File: src/rtl/ev_id_scheduler.sv
// ev_id_scheduler
//   Allocates event IDs to NREQ requesters and forwards start/end events to a
//   single event timestamper. A free bitmap tracks which IDs are in use. The
//   lowest free ID is handed to the round-robin start winner in the same cycle.
//   Accepted starts and ends each pass through a one-deep output register
//   toward the timestamper. An ID returns to the pool on the ts_end handshake.
//
// Optional feature (macro EV_OWNER_CHECK_EN):
//   When this macro is defined, an owner table records which requester was
//   granted each ID. An end from any other requester is then consumed and
//   flagged as an error. When the macro is undefined, the owner table is not
//   built, and only the unallocated-ID check drops ends.
//
// Ports:
//   clk, rst                 clock, asynchronous active-high reset
//   req_start_valid/ready    per-requester start handshake (ready one-hot)
//   req_start_id             ID granted to the requester whose ready is high
//   req_end_valid/ready      per-requester end handshake (ready one-hot)
//   req_end_id               end ID of requester i in [i*ID_W +: ID_W]
//   ts_start_valid/ready/id  start channel to the timestamper
//   ts_end_valid/ready/id    end channel to the timestamper
//   active_cnt               number of allocated IDs
//   ids_full                 no free ID left
//   err_pulse                one-cycle flag, one cycle after an end is dropped
module ev_id_scheduler #(
  parameter int NREQ = 4,
  parameter int ID_W = 3
) (
  input  logic                 clk,
  input  logic                 rst,
  input  logic [NREQ-1:0]      req_start_valid,
  output logic [NREQ-1:0]      req_start_ready,
  output logic [ID_W-1:0]      req_start_id,
  input  logic [NREQ-1:0]      req_end_valid,
  input  logic [NREQ*ID_W-1:0] req_end_id,
  output logic [NREQ-1:0]      req_end_ready,
  output logic                 ts_start_valid,
  input  logic                 ts_start_ready,
  output logic [ID_W-1:0]      ts_start_id,
  output logic                 ts_end_valid,
  input  logic                 ts_end_ready,
  output logic [ID_W-1:0]      ts_end_id,
  output logic [ID_W:0]        active_cnt,
  output logic                 ids_full,
  output logic                 err_pulse
);

  localparam int NIDS = 2 ** ID_W;
  localparam int PW   = (NREQ > 1) ? $clog2(NREQ) : 1;

  // Round-robin pick: {found, index} of the first set bit at or after ptr.
  // The loop runs downward so that the smallest distance from ptr wins.
  function automatic logic [PW:0] rr_pick(input logic [NREQ-1:0] vld,
                                          input logic [PW-1:0]   ptr);
    logic [PW:0]   res;
    logic [PW-1:0] idx;
    int            pos;
    res = '0;
    for (int k = NREQ - 1; k >= 0; k--) begin
      pos = int'(ptr) + k;
      idx = PW'((pos >= NREQ) ? pos - NREQ : pos);
      res = vld[idx] ? {1'b1, idx} : res;
    end
    return res;
  endfunction

  // Lowest-index set bit of the free bitmap. The result is 0 when no bit is set.
  function automatic logic [ID_W-1:0] lowest_free(input logic [NIDS-1:0] fr);
    logic [ID_W-1:0] res;
    res = '0;
    for (int k = NIDS - 1; k >= 0; k--) begin
      res = fr[k] ? ID_W'(k) : res;
    end
    return res;
  endfunction

  // Pointer value after granting index g (wraps at NREQ).
  function automatic logic [PW-1:0] next_ptr(input logic [PW-1:0] g);
    return (g == PW'(NREQ - 1)) ? '0 : g + PW'(1);
  endfunction

  logic [NIDS-1:0] free_q, free_d;
  logic [PW-1:0]   st_ptr_q, st_ptr_d, en_ptr_q, en_ptr_d;
  logic            st_valid_q, st_valid_d, en_valid_q, en_valid_d;
  logic [ID_W-1:0] st_id_q, st_id_d, en_id_q, en_id_d;
  logic [ID_W:0]   cnt_q, cnt_d;
  logic            err_q, err_d;
`ifdef EV_OWNER_CHECK_EN
  logic [PW-1:0]   owner_q [NIDS];
  logic [PW-1:0]   owner_d [NIDS];
`endif

  logic [PW:0]     st_pick, en_pick;
  logic            st_accept, en_take, en_fwd, en_drop, en_release;
  logic [ID_W-1:0] alloc_id;
  logic [ID_W-1:0] end_ids [NREQ];
  logic [NREQ-1:0] end_bad, end_elig;

  // Per-requester end classification: bad ends are dropped, so they need no
  // free end slot. An end matching the pending start ID is held back.
  always_comb begin
    end_bad  = '0;
    end_elig = '0;
    for (int i = 0; i < NREQ; i++) begin
      end_ids[i] = req_end_id[i*ID_W +: ID_W];
`ifdef EV_OWNER_CHECK_EN
      end_bad[i] = free_q[end_ids[i]] | (owner_q[end_ids[i]] != PW'(i));
`else
      end_bad[i] = free_q[end_ids[i]];
`endif
      end_elig[i] = req_end_valid[i]
                  & ~(st_valid_q & (end_ids[i] == st_id_q))
                  & (end_bad[i] | ~en_valid_q | ts_end_ready);
    end
  end

  // Arbitration and handshake outputs. Both ready vectors are forced low
  // during reset.
  always_comb begin
    req_start_ready = '0;
    req_end_ready   = '0;
    st_pick    = rr_pick(req_start_valid, st_ptr_q);
    alloc_id   = lowest_free(free_q);
    st_accept  = ~rst & st_pick[PW] & (|free_q) & (~st_valid_q | ts_start_ready);
    en_pick    = rr_pick(end_elig, en_ptr_q);
    en_take    = ~rst & en_pick[PW];
    en_drop    = en_take & end_bad[en_pick[PW-1:0]];
    en_fwd     = en_take & ~end_bad[en_pick[PW-1:0]];
    // Releasing only a currently allocated ID keeps the count exact even if a
    // stale duplicate end reaches the timestamper.
    en_release = en_valid_q & ts_end_ready & ~free_q[en_id_q];
    req_start_id = alloc_id;
    if (st_accept) begin
      req_start_ready[st_pick[PW-1:0]] = 1'b1;
    end else begin
      req_start_ready = '0;
    end
    if (en_take) begin
      req_end_ready[en_pick[PW-1:0]] = 1'b1;
    end else begin
      req_end_ready = '0;
    end
  end

  // Next-state logic for the bitmap, the counters and both output registers.
  // An ID released here is not allocatable until the bitmap flop updates.
  always_comb begin
    free_d = free_q;
    free_d[en_id_q]  = en_release ? 1'b1 : free_q[en_id_q];
    free_d[alloc_id] = st_accept  ? 1'b0 : free_d[alloc_id];

    case ({st_accept, en_release})
      2'b10:   cnt_d = cnt_q + (ID_W+1)'(1);
      2'b01:   cnt_d = cnt_q - (ID_W+1)'(1);
      default: cnt_d = cnt_q;
    endcase

    if (st_accept) begin
      st_valid_d = 1'b1;
      st_id_d    = alloc_id;
    end else if (ts_start_ready) begin
      st_valid_d = 1'b0;
      st_id_d    = st_id_q;
    end else begin
      st_valid_d = st_valid_q;
      st_id_d    = st_id_q;
    end

    if (en_fwd) begin
      en_valid_d = 1'b1;
      en_id_d    = end_ids[en_pick[PW-1:0]];
    end else if (ts_end_ready) begin
      en_valid_d = 1'b0;
      en_id_d    = en_id_q;
    end else begin
      en_valid_d = en_valid_q;
      en_id_d    = en_id_q;
    end

    st_ptr_d = st_accept ? next_ptr(st_pick[PW-1:0]) : st_ptr_q;
    en_ptr_d = en_take   ? next_ptr(en_pick[PW-1:0]) : en_ptr_q;
    err_d    = en_drop;
  end

  // State registers; reset drops any pending start/end immediately.
  always_ff @(posedge clk or posedge rst) begin
    if (rst) begin
      free_q     <= '1;
      st_ptr_q   <= '0;
      en_ptr_q   <= '0;
      st_valid_q <= 1'b0;
      st_id_q    <= '0;
      en_valid_q <= 1'b0;
      en_id_q    <= '0;
      cnt_q      <= '0;
      err_q      <= 1'b0;
    end else begin
      free_q     <= free_d;
      st_ptr_q   <= st_ptr_d;
      en_ptr_q   <= en_ptr_d;
      st_valid_q <= st_valid_d;
      st_id_q    <= st_id_d;
      en_valid_q <= en_valid_d;
      en_id_q    <= en_id_d;
      cnt_q      <= cnt_d;
      err_q      <= err_d;
    end
  end

`ifdef EV_OWNER_CHECK_EN
  // Owner table next state: record the start winner against the granted ID.
  always_comb begin
    for (int k = 0; k < NIDS; k++) begin
      owner_d[k] = (st_accept && (alloc_id == ID_W'(k))) ? st_pick[PW-1:0] : owner_q[k];
    end
  end

  // Owner table register.
  always_ff @(posedge clk or posedge rst) begin
    if (rst) begin
      for (int k = 0; k < NIDS; k++) owner_q[k] <= '0;
    end else begin
      for (int k = 0; k < NIDS; k++) owner_q[k] <= owner_d[k];
    end
  end
`endif

  assign ts_start_valid = st_valid_q;
  assign ts_start_id    = st_id_q;
  assign ts_end_valid   = en_valid_q;
  assign ts_end_id      = en_id_q;
  assign active_cnt     = cnt_q;
  assign ids_full       = (cnt_q == (ID_W+1)'(NIDS));
  assign err_pulse      = err_q;

endmodule
File: config.mk
export PLATFORM = sky130hd
export DESIGN_NAME = ev_id_scheduler
export DESIGN_NICKNAME = d
export VERILOG_FILES = /design/src/rtl/ev_id_scheduler.sv
export SDC_FILE = /design/constraint.sdc
export NUM_CORES = 1
export LEC_CHECK = 0
export CAP_MARGIN = 15
export CORE_ASPECT_RATIO = 1.75
export CORE_UTILIZATION = 50
export DETAILED_ROUTE_END_ITERATION = 7
export GPL_TIMING_DRIVEN = 0
export HOLD_SLACK_MARGIN = 0.05
export PLACE_DENSITY_LB_ADDON = 0.05
export SLEW_MARGIN = 5
export SYNTH_ARGS = -nofsm -noshare
export SYNTH_HDL_FRONTEND = slang
export SYNTH_SLANG_ARGS = --single-unit
File: constraint.sdc
create_clock -name clk -period 5.94 [get_ports clk]
set_input_delay 1.188 -clock clk [delete_from_list [all_inputs] [get_ports clk]]
set_output_delay 1.188 -clock clk [all_outputs]
set_load 0.005 [all_outputs]
==> out/summary.txt <==
outcome = complete, no violations
Synth area leaders = dfrtp_1, dfstp_2, mux2i_1
final critical-path share of the clock period = 94.2%
setup bufs post-CTS = 0
Slew Limit Fails = 0
Area Growth Syn to Fin = 26.7%
worst min path class = flop to flop
delay-heaviest family, CP = buffers and inverters
CTS sink count = 25
CP most frequent cell = clkdlybuf4s50_1
largest net degree at the start of global routing = 27
R2R depth = 15
Clock Path Buffers = 2
share of layout cells above drive strength 1 = 11.2%
initial DRC count = 70
port buffer count = 48
Post-synth EDFFs = 0
Syn Nets = 277
Slew headroom = 61.8%
Critical Path RT = 4.75 ns
global-route wire length before repair = 9090 um
clock-pin slew on the worst setup and hold paths = 0.09 ns
worst path cell trace = clkdlybuf4s50_1, mux4_2, mux2_4, o211a_1, o221ai_1, a21o_2, buf_4, inv_1, ha_1, and2_1, clkdlybuf4s50_1
Clk Latency, worst-skew pair = 0.27 ns
VDD IR-drop max = 0.287 mV
routed length per instance = 17.0 um
cell taking the most area after synthesis = dfrtp_1
FMAX = 0.179 GHz
CP max stage delay = 0.63 ns
Netlist cell types = 50
Worst Path Buf+Inv = 4
crit path DAT = 4.41 ns
post-layout min period = 5.59 ns
placed insts = 340
Via Count = 1983
Setup Viol. Count Final = 0
pwr dens = 487 mW/mm^2
number of diodes = 0
initial antenna violation count = 0
Worst setup SP type = input port
yosys warns = 0
RSZ-0062 raised after global routing = no
syn avg cell area = 9.57 sq um
number of global-route vias before repair = 1987
slowest CP cell = clkdlybuf4s50_1
Lkg Pwr = 1.32 nW
HPWL after DPL = 4600 um
count of non-filler cells in the finished layout = 345
GR Overflow Total = 0
Seq/Total Area, Yosys = 27.5%
CTS tree = yes
WP depth = 11
most common library cells after synthesis = nand2_1, mux2i_1, nor2_1
WS Path Type = input port to primary output
gpl congestion = 0.826
DIE AREA = 0.00490 sq mm
Starting Density = 52.4%
Total Neg Setup Slack = 0 ns
Synth Instances = 241
Post-synth ARST share = 100%
Syn Std Cell Area = 0.00231 sq mm
router iterations before antenna repair = 4
Clock H-tree levels = 1
Tot Pwr = 1.42 mW
top-count cell post-synth = nand2_1
Die Height = 91.9 um
Placeable Area = 0.00440 sq mm
Total GRT Usage = 26.1%
Primary FF master, synth = dfrtp_1
number of synthesized register bits = 25
Filler cells = 391
Yosys top cell area share = 18.4%
Final Hold Vio Count = 0
number of buffers created by CTS = 3
hold depth = 1
final wirelength = 5850 um
I/O pins = 49
post-CTS sizing = 0
clock skew = 0.00281 ns
Clock Root Buffer = clkbuf_8
row cnt = 32
antenna-violating nets left = 0
Worst Tran Pin Value = 0.570 ns
hold_buf cts = 0
CP endpoint kind = primary output
Via density = 5.75
crit path max fanout = 11
max cap viols = 0
Nets = 331
die width = 53.4 um
residual DRC count = 0
layout make-up:
type	count	area [sq um]	share of cell area (%)
buffer	12	78.8	2.70
clock buffer	4	45.0	1.54
inverter	19	71.3	2.44
multi-input combinational	185	1520	52.0
sequential	25	636	21.7
tap	51	63.8	2.18
timing repair buffer	49	508	17.4
stage by stage:
stage	hold WS [ns]	area, sq um	setup WS (ns)	util (%)
floorplan	0.477	2310	1.64	-
global placement	0.477	2850	0.422	64.7
detailed placement	0.481	2850	0.333	64.7
CTS	0.494	2900	0.342	65.8
global route	0.520	2920	0.190	66.4
finish	0.494	2920	0.346	66.4
registers in the layout, indices dropped and copies added, names as in the netlist:
signal          cells
active_cnt          4
en_ptr_q            2
err_pulse           1
free_q              8
st_ptr_q            2
ts_end_id           3
ts_end_valid        1
ts_start_id         3
ts_start_valid      1
power by group:
| group | leakage (nW) | switching, mW | internal, mW |
|---|---|---|---|
| clock network | 0.0228 | 0.0574 | 0.0481 |
| registers | 0.291 | 0.0958 | 0.274 |
| logic | 1.01 | 0.460 | 0.489 |
final timing paths:
| check | startpoint | endpoint | slack [ns] |
|---|---|---|---|
| max | req_end_id[9] | req_end_ready[1] | 0.35 |
| min | active_cnt[3]$_DFFE_PP0P_ | active_cnt[3]$_DFFE_PP0P_ | 0.49 |
| max reg2reg | free_q[2]$_DFF_PP1_ | active_cnt[3]$_DFFE_PP0P_ | 2.51 |
| min reg2reg | active_cnt[3]$_DFFE_PP0P_ | active_cnt[3]$_DFFE_PP0P_ | 0.49 |
| max in group asynchronous | rst | free_q[2]$_DFF_PP1_ | 4.21 |
| min in group asynchronous | rst | en_ptr_q[1]$_DFFE_PP0P_ | 1.24 |
cell families (layout without fill, tap and decap cells):
group	Yosys count	after routing	synth area share (%)
AND/OR/NAND/NOR	72	72	14.4
AO/OA/AOI/OAI	49	49	16.2
multiplexers	36	36	22.5
buffers and inverters	31	84	6.51
flip-flops	25	25	27.5
XOR/XNOR	16	16	6.07
adder cells (fa/ha/maj)	12	12	6.83
layout by cell type (no fill, tap or decap), types with 3 or more instances in the layout:
cell             Yosys  layout
xor2_1              11      11
a31oi_1              3       3
clkdlybuf4s50_1      0      48
ha_1                11      11
dfstp_2              8       8
a21oi_1             10      10
nand2b_1             4       4
xnor2_1              5       5
dfrtp_1             17      17
and3_1               4       4
mux2_4               3       3
mux4_2               6       6
a21o_1               4       4
o41ai_1              4       4
nor2_1              19      19
buf_6                4       4
mux4_1               4       4
clkbuf_1             7       8
and2_1               6       6
clkbuf_8             0       3
o21ai_0              7       7
nand2_1             26      26
mux2i_1             21      21
nor3_1               6       6
inv_1               18      18
per-layer routing:
layer / routed length [um] / track usage (%)
met1: 2130 / 24.5
met2: 3310 / 49.7
met3: 108 / 2.99
met4: 301 / 14.5
met5: 0 / 0
No activity file was read; power rests on OpenSTA's default activity.
